### src/rtl/apple2_line_doubler_ctrl.sv
`default_nettype none
// ============================================================================
// Module      : apple2_line_doubler_ctrl
// Description : Two-bank scanline buffer sequencer. Each 912-clock Apple ][
//               line is written into one bank while the other bank is read
//               twice, giving two 456-clock VGA lines with HS/VS/DE timing.
// Revision    : 1.0 - initial release
// ============================================================================
module apple2_line_doubler_ctrl #(
  parameter int ACTIVE_WORDS = 280,
  parameter int HALF_LINE    = 456,
  parameter int RD_START     = 40,
  parameter int HS_START     = 360,
  parameter int HS_LEN       = 68,
  parameter int VBL_TO_VSYNC = 16,
  parameter int VS_LINES     = 2
) (
  input  logic       CLK_14M,
  input  logic       RESET_N,
  input  logic       VIDEO,
  input  logic       HBL,
  input  logic       VBL,
  output logic       WR_EN,
  output logic       WR_BANK,
  output logic [8:0] WR_ADDR,
  output logic [1:0] WR_DATA,
  output logic       RD_EN,
  output logic       RD_BANK,
  output logic [8:0] RD_ADDR,
  output logic       VGA_DE,
  output logic       VGA_HS,
  output logic       VGA_VS,
  output logic       VGA_VBL
);

  localparam logic [9:0] c_HCOUNT_MAX  = 10'h3FF;
  localparam logic [9:0] c_LAST_SAMPLE = 10'(2 * ACTIVE_WORDS - 1);
  localparam logic [9:0] c_HALF_LINE   = 10'(HALF_LINE);
  localparam logic [9:0] c_PASS0_LAST  = 10'(HALF_LINE - 1);
  localparam logic [9:0] c_PASS1_LAST  = 10'(2 * HALF_LINE - 1);
  localparam logic [9:0] c_RD_START    = 10'(RD_START);
  localparam logic [9:0] c_RD_END      = 10'(RD_START + ACTIVE_WORDS);
  localparam logic [9:0] c_HS_START    = 10'(HS_START);
  localparam logic [9:0] c_HS_END      = 10'(HS_START + HS_LEN);
  localparam logic [5:0] c_VS_START    = 6'(VBL_TO_VSYNC);
  localparam logic [5:0] c_VS_END      = 6'(VBL_TO_VSYNC + VS_LINES);
  localparam logic [5:0] c_VCOUNT_MAX  = 6'h3F;

  localparam logic [1:0] c_ST_PASS0 = 2'd0;
  localparam logic [1:0] c_ST_PASS1 = 2'd1;
  localparam logic [1:0] c_ST_OVER  = 2'd2;

  logic [9:0] r_hcount;
  logic [5:0] r_vcount;
  logic       r_last_hbl;
  logic       r_bank;
  logic       r_line_valid;
  logic       r_video_prev;
  logic       r_hs_d;
  logic [1:0] r_state;
  logic [1:0] w_state_next;

  logic       w_line_start;
  logic       w_pass_act;
  logic [9:0] w_pos;
  logic       w_wr;
  logic       w_rd;
  logic       w_hs;
  logic       w_vs;

  assign w_line_start = r_last_hbl & ~HBL;

  // Line timing: hcount, bank swap, per-line VBL bookkeeping
  always_ff @(posedge CLK_14M or negedge RESET_N) begin
    if (!RESET_N) begin
      r_hcount     <= '0;
      r_vcount     <= '0;
      r_last_hbl   <= 1'b0;
      r_bank       <= 1'b0;
      r_line_valid <= 1'b0;
      r_video_prev <= 1'b0;
      VGA_VBL      <= 1'b0;
    end else begin
      r_last_hbl   <= HBL;
      r_video_prev <= VIDEO;
      if (w_line_start) begin
        r_hcount     <= '0;
        r_bank       <= ~r_bank;
        VGA_VBL      <= VBL;
        r_line_valid <= ~VBL;
        if (VBL) begin
          if (r_vcount != c_VCOUNT_MAX) r_vcount <= r_vcount + 6'd1;
        end else begin
          r_vcount <= '0;
        end
      end else if (r_hcount != c_HCOUNT_MAX) begin
        r_hcount <= r_hcount + 10'd1;
      end
    end
  end

  // Read-pass state tracks which half of the Apple line hcount sits in
  always_ff @(posedge CLK_14M or negedge RESET_N) begin
    if (!RESET_N) r_state <= c_ST_PASS0;
    else          r_state <= w_state_next;
  end

  always_comb begin
    w_state_next = r_state;
    if (w_line_start) begin
      w_state_next = c_ST_PASS0;
    end else begin
      case (r_state)
        c_ST_PASS0: if (r_hcount == c_PASS0_LAST) w_state_next = c_ST_PASS1;
        c_ST_PASS1: if (r_hcount == c_PASS1_LAST) w_state_next = c_ST_OVER;
        default:    w_state_next = c_ST_OVER;
      endcase
    end
  end

  always_comb begin
    w_pass_act = 1'b0;
    w_pos      = r_hcount;
    case (r_state)
      c_ST_PASS0: w_pass_act = 1'b1;
      c_ST_PASS1: begin
        w_pass_act = 1'b1;
        w_pos      = r_hcount - c_HALF_LINE;
      end
      default: w_pass_act = 1'b0;
    endcase
  end

  assign w_wr = ~VBL & r_hcount[0] & (r_hcount <= c_LAST_SAMPLE);
  assign w_rd = w_pass_act & r_line_valid & (w_pos >= c_RD_START) & (w_pos < c_RD_END);
  assign w_hs = w_pass_act & (w_pos >= c_HS_START) & (w_pos < c_HS_END);
  assign w_vs = (r_vcount >= c_VS_START) & (r_vcount < c_VS_END);

  // Bank is registered alongside the strobes so a write issued on the
  // line-start cycle still lands in the bank that line was filling.
  always_ff @(posedge CLK_14M or negedge RESET_N) begin
    if (!RESET_N) begin
      WR_EN   <= 1'b0;
      WR_BANK <= 1'b0;
      WR_ADDR <= '0;
      WR_DATA <= '0;
      RD_EN   <= 1'b0;
      RD_ADDR <= '0;
      VGA_DE  <= 1'b0;
      r_hs_d  <= 1'b0;
      VGA_HS  <= 1'b0;
      VGA_VS  <= 1'b0;
    end else begin
      WR_EN   <= w_wr;
      WR_BANK <= r_bank;
      WR_ADDR <= w_wr ? r_hcount[9:1] : 9'd0;
      WR_DATA <= w_wr ? {VIDEO, r_video_prev} : 2'd0;
      RD_EN   <= w_rd;
      RD_ADDR <= w_rd ? 9'(w_pos - c_RD_START) : 9'd0;
      VGA_DE  <= RD_EN;
      r_hs_d  <= w_hs;
      VGA_HS  <= r_hs_d;
      VGA_VS  <= w_vs;
    end
  end

  assign RD_BANK = ~WR_BANK;

endmodule
`default_nettype wire

### config.mk
export PLATFORM = sky130hd
export DESIGN_NAME = apple2_line_doubler_ctrl
export DESIGN_NICKNAME = d
export VERILOG_FILES = /design/src/rtl/apple2_line_doubler_ctrl.sv
export SDC_FILE = /design/constraint.sdc
export NUM_CORES = 1
export LEC_CHECK = 0
export BUFFER_PORTS_ARGS = -buffer_cell sky130_fd_sc_hd__clkbuf_2
export CAP_MARGIN = 0
export CORE_MARGIN = 1
export CORE_UTILIZATION = 61
export DETAILED_ROUTE_END_ITERATION = 10
export HOLD_SLACK_MARGIN = 0.05
export PLACE_DENSITY = 0.84
export SYNTH_ARGS = -nofsm -noshare
export SYNTH_HDL_FRONTEND = slang
export SYNTH_SLANG_ARGS = --single-unit
### constraint.sdc
create_clock -name CLK_14M -period 6.5 [get_ports CLK_14M]
set_input_delay 1.3 -clock CLK_14M [delete_from_list [all_inputs] [get_ports CLK_14M]]
set_output_delay 1.3 -clock CLK_14M [all_outputs]
set_load 0.01 [all_outputs]
==> results_dict.tcl <==
set metrics [dict create \
    status "completed" \
    cts_setup_buffers 0 \
    slew_headroom_pct 47.5 \
    holdCritPathClass "register to register" \
    final.min_clock_period_ns 2.68 \
    worst_skew_pair.late_latency_ns 0.31 \
    grt_overflow 0 \
    synth_top_area_cell "dfrtp_1" \
    cts_hold_buf 0 \
    multiInputGateArea_mm2 0.00111 \
    syn-num-nets 243 \
    num_rows 22 \
    ir_drop_mv 0.143 \
    synth.most_common_cell "dfrtp_1" \
    ys_ff_latch 50 \
    p_sw_share_pct 30.7 \
    dr.pass1.iters 4 \
    dr_total_vias 1771 \
    comb_power_share_pct 18.8 \
    vias_per_cell 5.71 \
    routed_wl_mm 4.49 \
    core-area_mm2 0.00377 \
    ios 33 \
    fin_worst_skew_ns 0.00674 \
    synth-async-reset-ratio_pct 100 \
    rsz0062_at_grt "false" \
    routedWlPerCell_um 14.5 \
    synth_top_area_share_pct 50.9 \
    worst_setup_path_end_kind "register" \
    drive_gt1_share_pct 20.6 \
    numPortBuffers 32 \
    drc 0 \
    grt_max_degree 51 \
    fmax_mhz 373 \
    die_w_um 65.5 \
    p_leak_uw 0.00127 \
    grt_pass1_wl_mm 7.82 \
    root_buffer "clkbuf_8" \
    pwr-share-seq_pct 55.0 \
    synth-warning-count 0 \
    ant_nets 0 \
    drt-initial-drc-count 137 \
    grtUsageTotal_pct 24.6 \
    yosysSeqAreaShare_pct 50.9 \
    dp_hpwl_mm 3.25 \
    antennaDiodeCount 0 \
    fill_cells 295 \
    dieArea_mm2 0.00428 \
    clk_pin_slew_worst_paths_ns 0.09 \
    initial_core_util_pct 65.1 \
    tightest_slew_ns 0.785 \
    power.density_mw_per_mm2 243 \
    fin_crit_sh_pct 41.2 \
    post_cts_resized 0 \
    syn_area_per_cell_um2 10.6 \
    fp.dieH_um 65.5 \
    tns_ns 0 \
    antenna_found_initial 0 \
    area_growth_pct 10.2 \
    maxCapViolCount 0 \
    path_max_fanout 13 \
    intPower_uw 456 \
    fin_util_pct 71.8 \
    layout.nets 274 \
    start_kind "input port" \
    cts_buffers 5 \
    setup_viol 0 \
    grt_pass1_vias 1657 \
    htreeDepth 2 \
    synth_common_cells "dfrtp_1 (50), nor2_1 (22), and2_1 (13), nand2_1 (11), inv_1 (10)" \
    synth_top_flop_cell "dfrtp_1" \
    path_class "input port to register" \
    crit_arrival_ns 2.92 \
    synth-edff-count 0 \
    cts_tree "done" \
    regArea_mm2 0.00125 \
    p_sw_uw 202 \
    place.gp.congestion 0.931 \
    synthTopCellsByArea "dfrtp_1 (51%), ha_1 (3.6%), nor2_1 (3.4%)" \
    required_ns 6.74 \
    power_frac_clock_pct 26.2 \
    syn_area_mm2 0.00246 \
    cts.sinks 50 \
    syn_inst 231 \
    cts_buffer_depth 2 \
    ys_types 56 \
    finalHoldViolCount 0 \
    drv_slew 0 \
]
-- state kept, by name, indices dropped and copies added, names as in the netlist --
| register | count |
|---|---|
| r_line_valid | 1 |
| r_video_prev | 1 |
| r_hs_d | 1 |
| WR_DATA | 2 |
| WR_ADDR | 9 |
| VGA_VS | 1 |
| RD_EN | 1 |
| RD_ADDR | 9 |
| WR_EN | 1 |
| r_last_hbl | 1 |
| r_vcount | 6 |
| VGA_DE | 1 |
| r_hcount | 10 |
| r_bank | 1 |
| VGA_HS | 1 |
| WR_BANK | 1 |
| r_state | 2 |
| VGA_VBL | 1 |
-- cells by family after synthesis --
logic type | after synthesis | synth area share, %
and+or+nand+nor | 102 | 23.9
DFF | 50 | 50.9
AOI/OAI and AO/OA | 38 | 11.6
buffers and inverters | 19 | 3.97
xor gates and xnor gates | 13 | 4.64
adders and majority gates | 7 | 3.57
muxes | 2 | 1.32
-- final cells by class --
type                    count  share of cell area (%)
flip-flops and latches     50                    46.2
multi-input cells         162                    40.9
repair buffers             33                    6.19
clock buffers               5                    2.54
well taps                  48                    2.22
inverters                  10                    1.39
clock inverters             2                   0.555
-- through the flow --
step	hold WS, ns	instances	setup WS, ns	instance area [µm²]	total power, µW
after floorplan	0.331	231	4.27	2460	448
after global placement	0.332	303	3.54	2620	489
after detailed placement	0.335	303	3.48	2620	491
after CTS	0.354	310	3.81	2710	663
after global routing	0.390	310	3.62	2710	697
final	0.353	310	3.82	2710	658
-- final timing paths --
kind	from	to	slack [ns]	cells past startpoint
max in group asynchronous	RESET_N	r_state[0]$_DFFE_PN0P_	5.01	2
worst max-delay path	HBL	r_vcount[3]$_DFFE_PN0P_	3.82	5
worst min-delay path	r_hs_d$_DFF_PN0_	VGA_HS$_DFF_PN0_	0.35	0
worst max register to register	r_hcount[3]$_DFFE_PN0P_	RD_ADDR[6]$_DFF_PN0_	4.16	7
worst min register to register	r_hs_d$_DFF_PN0_	VGA_HS$_DFF_PN0_	0.35	0
min in group asynchronous	RESET_N	WR_ADDR[3]$_DFF_PN0_	1.08	2
-- worst max-delay path: stages --
cell,delay (ns)
clkbuf_2,0.09
nor2b_1,0.61
o21ai_1,0.34
or3_1,0.42
a21oi_1,0.15
-- cell usage in the layout (no fill, tap or decap), types with 3 or more instances in the layout --
cell type  Yosys  layout
dfrtp_1       50      50
clkbuf_2       0      32
nor2_1        22      22
and2_1        13      13
nand2_1       11      11
inv_1         10      10
xnor2_1        9       9
nor3_1         9       9
nand2b_1       8       8
a31oi_1        8       8
o21ai_0        7       7
nand3_1        7       7
ha_1           7       7
a21oi_1        6       6
clkbuf_8       0       5
xor2_1         4       4
and3_1         4       4
nand3b_1       3       3
nand4_1        3       3
-- layer usage --
metal / share of wire [%] / track usage (%) / up-vias / routed length, µm
li1: - / - / 871 / -
met1: 44 / 32.4 / 840 / 1980
met2: 49 / 40.1 / 54 / 2190
met3: 5.8 / 5.73 / 6 / 260
met4: 1.3 / 8.15 / 0 / 60
met5: 0 / 0 / - / 0
-- power by group through the flow --
stage | Clock, µW | Combinational [µW] | Sequential, µW
global route | 190 | 141 | 367
finish | 173 | 124 | 362
floorplan | 0 | 84.4 | 363
detailed placement | 0 | 123 | 368
CTS | 177 | 124 | 362
global placement | 0 | 121 | 368
(Power assumes the default switching activity.)
